## config.mk

```make
export PLATFORM = sky130hd
export DESIGN_NAME = perceptron_trainer_flat
export DESIGN_NICKNAME = d
export VERILOG_FILES = /design/src/rtl/perceptron_pkg.sv /design/src/rtl/perceptron_if.sv /design/src/rtl/perceptron_sample_rom.sv /design/src/rtl/perceptron_trainer.sv /design/src/flat_wrapper.sv
export SDC_FILE = /design/constraint.sdc
export NUM_CORES = 1
export LEC_CHECK = 0
export BUFFER_PORTS_ARGS = -buffer_cell sky130_fd_sc_hd__buf_2
export CORE_MARGIN = 2
export CORE_UTILIZATION = 40
export CTS_BUF_LIST = sky130_fd_sc_hd__clkbuf_16
export DETAILED_ROUTE_END_ITERATION = 8
export GPL_TIMING_DRIVEN = 0
export PLACE_DENSITY_LB_ADDON = 0.3
export SLEW_MARGIN = 10
export SYNTH_ARGS = -nofsm -noshare
export SYNTH_HDL_FRONTEND = slang
export SYNTH_SLANG_ARGS = --single-unit
```

## constraint.sdc

```tcl
create_clock -name clk -period 2.1 [get_ports clk]
set_input_delay 0.525 -clock clk [delete_from_list [all_inputs] [get_ports clk]]
set_output_delay 0.525 -clock clk [all_outputs]
set_load 0.01 [all_outputs]
```

## src/rtl/perceptron_pkg.sv

```systemverilog
// Shared types and constants for the perceptron training slice: pattern width,
// the two reference training patterns and the trainer state encoding.
package perceptron_pkg;
  localparam int PAT_W = 24;

  localparam logic [PAT_W:0] CIRCLE_VAL = {1'b0, 24'h45_45_44};
  localparam logic [PAT_W:0] CROSS_VAL  = {1'b1, 24'h15_11_51};

  typedef enum logic [2:0] {
    ST_IDLE,
    ST_DRIVE,
    ST_GAP,
    ST_EVAL,
    ST_DONE
  } trainer_state_e;
endpackage

```

## src/rtl/perceptron_if.sv

```systemverilog
// Sample interface between the trainer (initiator) and the perceptron (responder).
// Handshake: p_in/p_en are held stable until the first rising edge with p_en && p_ready;
// p_out is valid on that same edge and the sample counts as consumed there.
interface perceptron_if;
  logic [perceptron_pkg::PAT_W:0] p_in;
  logic                           p_en;
  logic                           p_ready;
  logic [1:0]                     p_out;

  modport master (output p_in, output p_en, input p_ready, input p_out);
  modport slave  (input p_in, input p_en, output p_ready, output p_out);
endinterface

```

## src/rtl/perceptron_sample_rom.sv

```systemverilog
// Combinational training-set ROM: index -> {label, pattern}.
// Even indices hold the circle pattern, odd indices the cross pattern.
module sample_rom
  import perceptron_pkg::*;
#(
  parameter int IDX_W = 2
) (
  input  logic [IDX_W-1:0] idx,
  output logic [PAT_W:0]   data
);
  always_comb begin
    data = CIRCLE_VAL;
    if ((idx & IDX_W'(1)) != '0) data = CROSS_VAL;
  end
endmodule

```

## src/rtl/perceptron_trainer.sv

```systemverilog
// Replays the training set into the perceptron epoch by epoch until an epoch
// is error-free, the epoch budget is spent, or the responder stalls.
module perceptron_trainer
  import perceptron_pkg::*;
#(
  parameter int N_SAMPLES  = 4,
  parameter int MAX_EPOCHS = 16,
  parameter int TIMEOUT    = 256,
  localparam int IDX_W = (N_SAMPLES > 1) ? $clog2(N_SAMPLES) : 1,
  localparam int EP_W  = $clog2(MAX_EPOCHS + 1),
  localparam int ERR_W = $clog2(N_SAMPLES + 1),
  localparam int WD_W  = $clog2(TIMEOUT + 1)
) (
  input  logic                 clk,
  input  logic                 rst,
  input  logic                 start,
  perceptron_if.master         pif,
  output logic                 busy,
  output logic                 done,
  output logic                 converged,
  output logic                 timeout,
  output logic [EP_W-1:0]      epoch_cnt,
  output logic [ERR_W-1:0]     err_cnt,
  output logic [1:0]           last_out,
  output trainer_state_e       dbg_state
);
  trainer_state_e   state;
  logic [IDX_W-1:0] idx;
  logic [IDX_W-1:0] rom_addr;
  logic [PAT_W:0]   rom_data;
  logic [WD_W-1:0]  wd;

  assign dbg_state = state;

  // In GAP the ROM already looks up the next sample; elsewhere it presents sample 0.
  always_comb begin
    rom_addr = '0;
    if (state == ST_GAP) rom_addr = idx + 1'b1;
  end

  sample_rom #(.IDX_W(IDX_W)) u_rom (
    .idx  (rom_addr),
    .data (rom_data)
  );

  always_ff @(posedge clk or posedge rst) begin
    if (rst) begin
      state     <= ST_IDLE;
      pif.p_in  <= '0;
      pif.p_en  <= 1'b0;
      busy      <= 1'b0;
      done      <= 1'b0;
      converged <= 1'b0;
      timeout   <= 1'b0;
      epoch_cnt <= '0;
      err_cnt   <= '0;
      idx       <= '0;
      wd        <= '0;
      last_out  <= '0;
    end else begin
      case (state)
        ST_IDLE, ST_DONE: begin
          if (start) begin
            epoch_cnt <= '0;
            err_cnt   <= '0;
            idx       <= '0;
            wd        <= '0;
            done      <= 1'b0;
            converged <= 1'b0;
            timeout   <= 1'b0;
            busy      <= 1'b1;
            pif.p_in  <= rom_data;
            pif.p_en  <= 1'b1;
            state     <= ST_DRIVE;
          end
        end
        ST_DRIVE: begin
          // p_en is always high here, so p_ready alone completes the handshake.
          if (pif.p_ready) begin
            last_out <= pif.p_out;
            if (pif.p_out[1]) err_cnt <= err_cnt + 1'b1;
            pif.p_en <= 1'b0;
            wd       <= '0;
            state    <= ST_GAP;
          end else if (wd == WD_W'(TIMEOUT - 1)) begin
            pif.p_en  <= 1'b0;
            busy      <= 1'b0;
            done      <= 1'b1;
            timeout   <= 1'b1;
            converged <= 1'b0;
            state     <= ST_DONE;
          end else begin
            wd <= wd + 1'b1;
          end
        end
        ST_GAP: begin
          if (idx < IDX_W'(N_SAMPLES - 1)) begin
            idx      <= idx + 1'b1;
            pif.p_in <= rom_data;
            pif.p_en <= 1'b1;
            state    <= ST_DRIVE;
          end else begin
            state <= ST_EVAL;
          end
        end
        ST_EVAL: begin
          epoch_cnt <= epoch_cnt + 1'b1;
          if (err_cnt == '0) begin
            converged <= 1'b1;
            done      <= 1'b1;
            busy      <= 1'b0;
            state     <= ST_DONE;
          end else if (epoch_cnt == EP_W'(MAX_EPOCHS - 1)) begin
            done  <= 1'b1;
            busy  <= 1'b0;
            state <= ST_DONE;
          end else begin
            err_cnt  <= '0;
            idx      <= '0;
            pif.p_in <= rom_data;
            pif.p_en <= 1'b1;
            state    <= ST_DRIVE;
          end
        end
        default: state <= ST_IDLE;
      endcase
    end
  end
endmodule
```

## src/flat_wrapper.sv

```systemverilog
// flat-port wrapper written by rule: the top's interface ports become plain ports
module perceptron_trainer_flat import perceptron_pkg::*;
#(
  parameter int N_SAMPLES  = 4,
  parameter int MAX_EPOCHS = 16,
  parameter int TIMEOUT    = 256,
  localparam int IDX_W = (N_SAMPLES > 1) ? $clog2(N_SAMPLES) : 1,
  localparam int EP_W  = $clog2(MAX_EPOCHS + 1),
  localparam int ERR_W = $clog2(N_SAMPLES + 1),
  localparam int WD_W  = $clog2(TIMEOUT + 1)
)
  (clk, rst, start, busy, done, converged, timeout, epoch_cnt, err_cnt, last_out, dbg_state, pif_p_in, pif_p_en, pif_p_ready, pif_p_out);
  perceptron_if pif_i ();
  input  logic clk;
  input  logic rst;
  input  logic start;
  output logic busy;
  output logic done;
  output logic converged;
  output logic timeout;
  output logic [EP_W-1:0] epoch_cnt;
  output logic [ERR_W-1:0] err_cnt;
  output logic [1:0] last_out;
  output trainer_state_e dbg_state;
  output wire logic [$bits(pif_i.p_in)-1:0] pif_p_in;
  output wire logic [$bits(pif_i.p_en)-1:0] pif_p_en;
  input wire logic [$bits(pif_i.p_ready)-1:0] pif_p_ready;
  input wire logic [$bits(pif_i.p_out)-1:0] pif_p_out;
  assign pif_p_in = pif_i.p_in;
  assign pif_p_en = pif_i.p_en;
  assign pif_i.p_ready = pif_p_ready;
  assign pif_i.p_out = pif_p_out;
  perceptron_trainer #(.N_SAMPLES(N_SAMPLES), .MAX_EPOCHS(MAX_EPOCHS), .TIMEOUT(TIMEOUT)) u_core (.clk(clk), .rst(rst), .start(start), .pif(pif_i), .busy(busy), .done(done), .converged(converged), .timeout(timeout), .epoch_cnt(epoch_cnt), .err_cnt(err_cnt), .last_out(last_out), .dbg_state(dbg_state));
endmodule
```

==> run_results.csv <==
group,metric,value,unit
setup_path,crit_path_start_kind,"flop",
yosys,synth-edff-count,0,
clock_tree,clockRootBuffer,"clkbuf_16",
yosys,synthAdderAreaFrac,4.772,%
layout,final_common_cell,"buf_2",
global_route,grt_overflow,0,
setup_path,path_class,"flop to flop",
global_route,grt_max_degree,32,
placed_design,place_area,2130,sq um
routing,wl_per_cell,13.85,um
min_path,hold_path.class,"input pin to async pin",
layout,antenna_cells,0,
status,violations,"negative setup slack",
setup_path,crit_family,"compound AO/OA/AOI/OAI gates",
setup_path,critPathBufInv,1,
setup_path,reg2reg_slack,-50,ps
setup_path,path_cells,"ha_2 > and3_4 > and3_4 > ha_4 > buf_4 > a2111oi_0 > o31ai_2 > o21ai_1",
layout,finalInstanceArea,2441,sq um
power,power_density,1257,nW/um^2
yosys,synth-seq-cells,31,
global_route,grt_pass1_vias,1510,
power,p_leak,0.001234,uW
global_route,grt_busiest_layer,"met2",
yosys,synth_warnings,0,
sta,rsz0062_at_grt,"true",
floorplan,num_io_pins,49,
layout,fin_nets,277,
clock_tree,cts_sinks,31,
floorplan,start_util,41.87,%
sta,slew_headroom,41.39,%
routing,drtPass1Iterations,4,
yosys,synth-seq-area-share,42.26,%
routing,wl,4392,um
yosys,synth_top_family_by_area,"simple AND/OR/NAND/NOR gates",
yosys,yosysTopAreaCellShare,42.26,%
setup_path,cp_data_required_time,2290,ps
placed_design,portBuffers,36,
yosys,synth_mux_area_share,0.6135,%
sta,period_minus_slack,2153,ps
yosys,synth_simple_gate_area_share,20.45,%
flow_run,max_cap_violations,0,
sta,fin_ws,-53.10,ps
clock_tree,clockBufferDepth,2,
placed_design,place_hpwl,3055,um
yosys,syn_inst,198,
yosys,syn_avg_cell_area,9.270,sq um
setup_path,critPathArrivalTime,2350,ps
floorplan,die_y,71.74,um
power,vdd_drop_max,0.6927,mV
yosys,yosys-top-cells-area,"dfrtp_1, buf_4, o21ai_0",
global_route,grtUsageTotal,18.04,%
floorplan,die_area,5147,sq um
clock_tree,cts_tree,"done",
sta,hold_viol,0,
setup_path,path_common_cell,"and3_4",
clock_tree,numCtsBuffers,5,
setup_path,end_kind,"flop",
setup_path,slowest_delay,610,ps
global_route,met2_usage,27.26,%
clock_tree,insertion_delay,270,ps
yosys,synth_xor_area_share,0.9543,%
setup_path,r2r_start,"u_core.wd[0]$_DFFE_PP0P_",
sta,tightest_slew,867.3,ps
setup_path,regToRegEndpoint,"u_core.wd[7]$_DFFE_PP0P_",
sta,slew_viol_final,0,
yosys,synth_top_area_cell,"dfrtp_1",
global_route,met3_usage,4.360,%
clock_tree,htreeDepth,2,
yosys,synthFlopType,"dfrtp_1",
yosys,synth_area,1836,sq um
sta,fin_crit_sh,102.5,%
yosys,async_flop_share,100.0,%
setup_path,cp_slowest_cell,"a2111oi_0",
global_route,met1_usage,24.62,%
routing,vias_per_cell,5.192,
layout,fin_util,55.68,%
routing,drc,0,
sta,fmax,0.4644,GHz
layout,final_cell_mix,"buf_2, buf_4, dfrtp_1, o21ai_0, nand2_1",
floorplan,coreArea,4384,sq um
routing,first_iter_violations,83,
floorplan,rows,24,
global_route,grt_pass1_wl,7210,um
layout,drive_gt1_share,36.23,%
clock_tree,clkTransAtPathRegs,50,ps
layout,syn_to_final_growth,32.99,%
setup_path,reg2reg_depth,8,
routing,via_count,1646,
placed_design,gp_congestion,0.8251,
sta,finalClockSkew,3.618,ps
global_route,antenna_found_initial,0,
status,status,"finished with violations",
yosys,synth-compound-area-share,17.72,%
floorplan,die_w,71.74,um
yosys,synth.distinct_cells,48,
power,finalPower,3068,uW
routing,ant_nets,0,
setup_path,worstPathMaxFanout,3,
sta,setup_violations,3,
## worst register-to-register path, delay by kind of cell, from the launching register on
family | cells | cell delay, ps
and+or+nand+nor | 2 | 360
AOI/OAI and AO/OA | 3 | 860
adders and majority gates | 2 | 340
buffers and inverters | 1 | 140
DFF | 1 | 390
## logic make-up (layout without fill, tap and decap cells)
family | after synthesis | count (layout)
AO/OA/AOI/OAI | 50 | 50
XOR/XNOR | 2 | 2
adder cells (fa/ha/maj) | 7 | 7
buffers and inverters | 39 | 95
flip-flops | 31 | 31
multiplexers | 1 | 1
other | 1 | 12
AND/OR/NAND/NOR | 67 | 67
## area by class of cell
type	instances	area, sq um
buffer	29	207.7
clock buffer	5	125.1
clock inverter	3	12.51
fill	401	1943
tap	52	65.06
timing repair buffer	48	277.8
multi-input combinational	139	939.7
inverter	10	37.54
sequential	31	775.7
## metal layers
metal / part of all wire [%] / vias up
li1: - / 807
met1: 46 / 770
met2: 45 / 60
met3: 6.5 / 9
met4: 2.2 / 0
met5: 0 / -
## state kept, by name, summed over array words and instances (netlist names)
| name | flops |
|---|---|
| u_core.busy | 1 |
| u_core.converged | 1 |
| u_core.dbg_state | 3 |
| u_core.done | 1 |
| u_core.epoch_cnt | 5 |
| u_core.err_cnt | 3 |
| u_core.idx | 1 |
| u_core.last_out | 2 |
| u_core.pif.p_en | 1 |
| u_core.pif.p_in | 3 |
| u_core.timeout | 1 |
| u_core.wd | 9 |
## how the worst max path moves through the flow
stage | to | slack (ps) | start | cells past startpoint
global placement | u_core.wd[1]$_DFFE_PP0P_ | -320 | u_core.wd[0]$_DFFE_PP0P_ | 9
detailed placement | u_core.wd[1]$_DFFE_PP0P_ | -300 | u_core.wd[0]$_DFFE_PP0P_ | 9
finish | u_core.wd[7]$_DFFE_PP0P_ | -50 | u_core.wd[0]$_DFFE_PP0P_ | 8
CTS | u_core.wd[8]$_DFFE_PP0P_ | -80 | u_core.wd[0]$_DFFE_PP0P_ | 9
global route | u_core.wd[7]$_DFFE_PP0P_ | -140 | u_core.wd[1]$_DFFE_PP0P_ | 8
floorplan | u_core.wd[3]$_DFFE_PP0P_ | 10 | u_core.wd[1]$_DFFE_PP0P_ | 9
## metrics by stage
stage,worst slack [ps],TNS (ps),instances,hold WS (ps)
3_3_place_gp,-323.8,-1888,297,461.6
5_1_grt,-140.3,-526.1,317,418.2
3_5_place_dp,-297.3,-1705,297,469.5
4_1_cts,-76.08,-116.5,315,480.7
2_1_floorplan,13.56,0,209,448.8
6_report,-53.10,-93.37,317,340.6
## where the power goes
group	total (uW)	switching [uW]	internal, uW
combinational	1510	820	693
sequential	897	148	749
clock	659	233	426
total	3070	1200	1870
## synthesized netlist by cell type (2+ instances only)
| cell | instances |
|---|---|
| or3_1 | 2 |
| a2111oi_0 | 2 |
| inv_1 | 10 |
| buf_4 | 24 |
| dfrtp_1 | 31 |
| a21oi_1 | 10 |
| nand2_1 | 14 |
| o31ai_1 | 3 |
| buf_2 | 2 |
| nor2_1 | 12 |
| o311ai_0 | 2 |
| nand4b_1 | 3 |
| and3_1 | 5 |
| nand4_1 | 2 |
| or2_1 | 2 |
| nor3_1 | 4 |
| clkbuf_1 | 3 |
| nor2b_1 | 4 |
| nand2b_1 | 5 |
| nand3_1 | 3 |
| o21ai_0 | 18 |
| or4_1 | 2 |
| o211ai_1 | 2 |
| nand3b_1 | 2 |
| a21o_1 | 2 |
| ha_1 | 7 |
## timing repair
item                       CTS  global route
hold endpoints to repair     0             0
buffers inserted            10             2
pin swaps                    8             6
gates resized for setup     10             7
hold buffers                 0             0
cloned                       0             0
setup endpoints to repair    9            13
(Power assumes the default switching activity.)
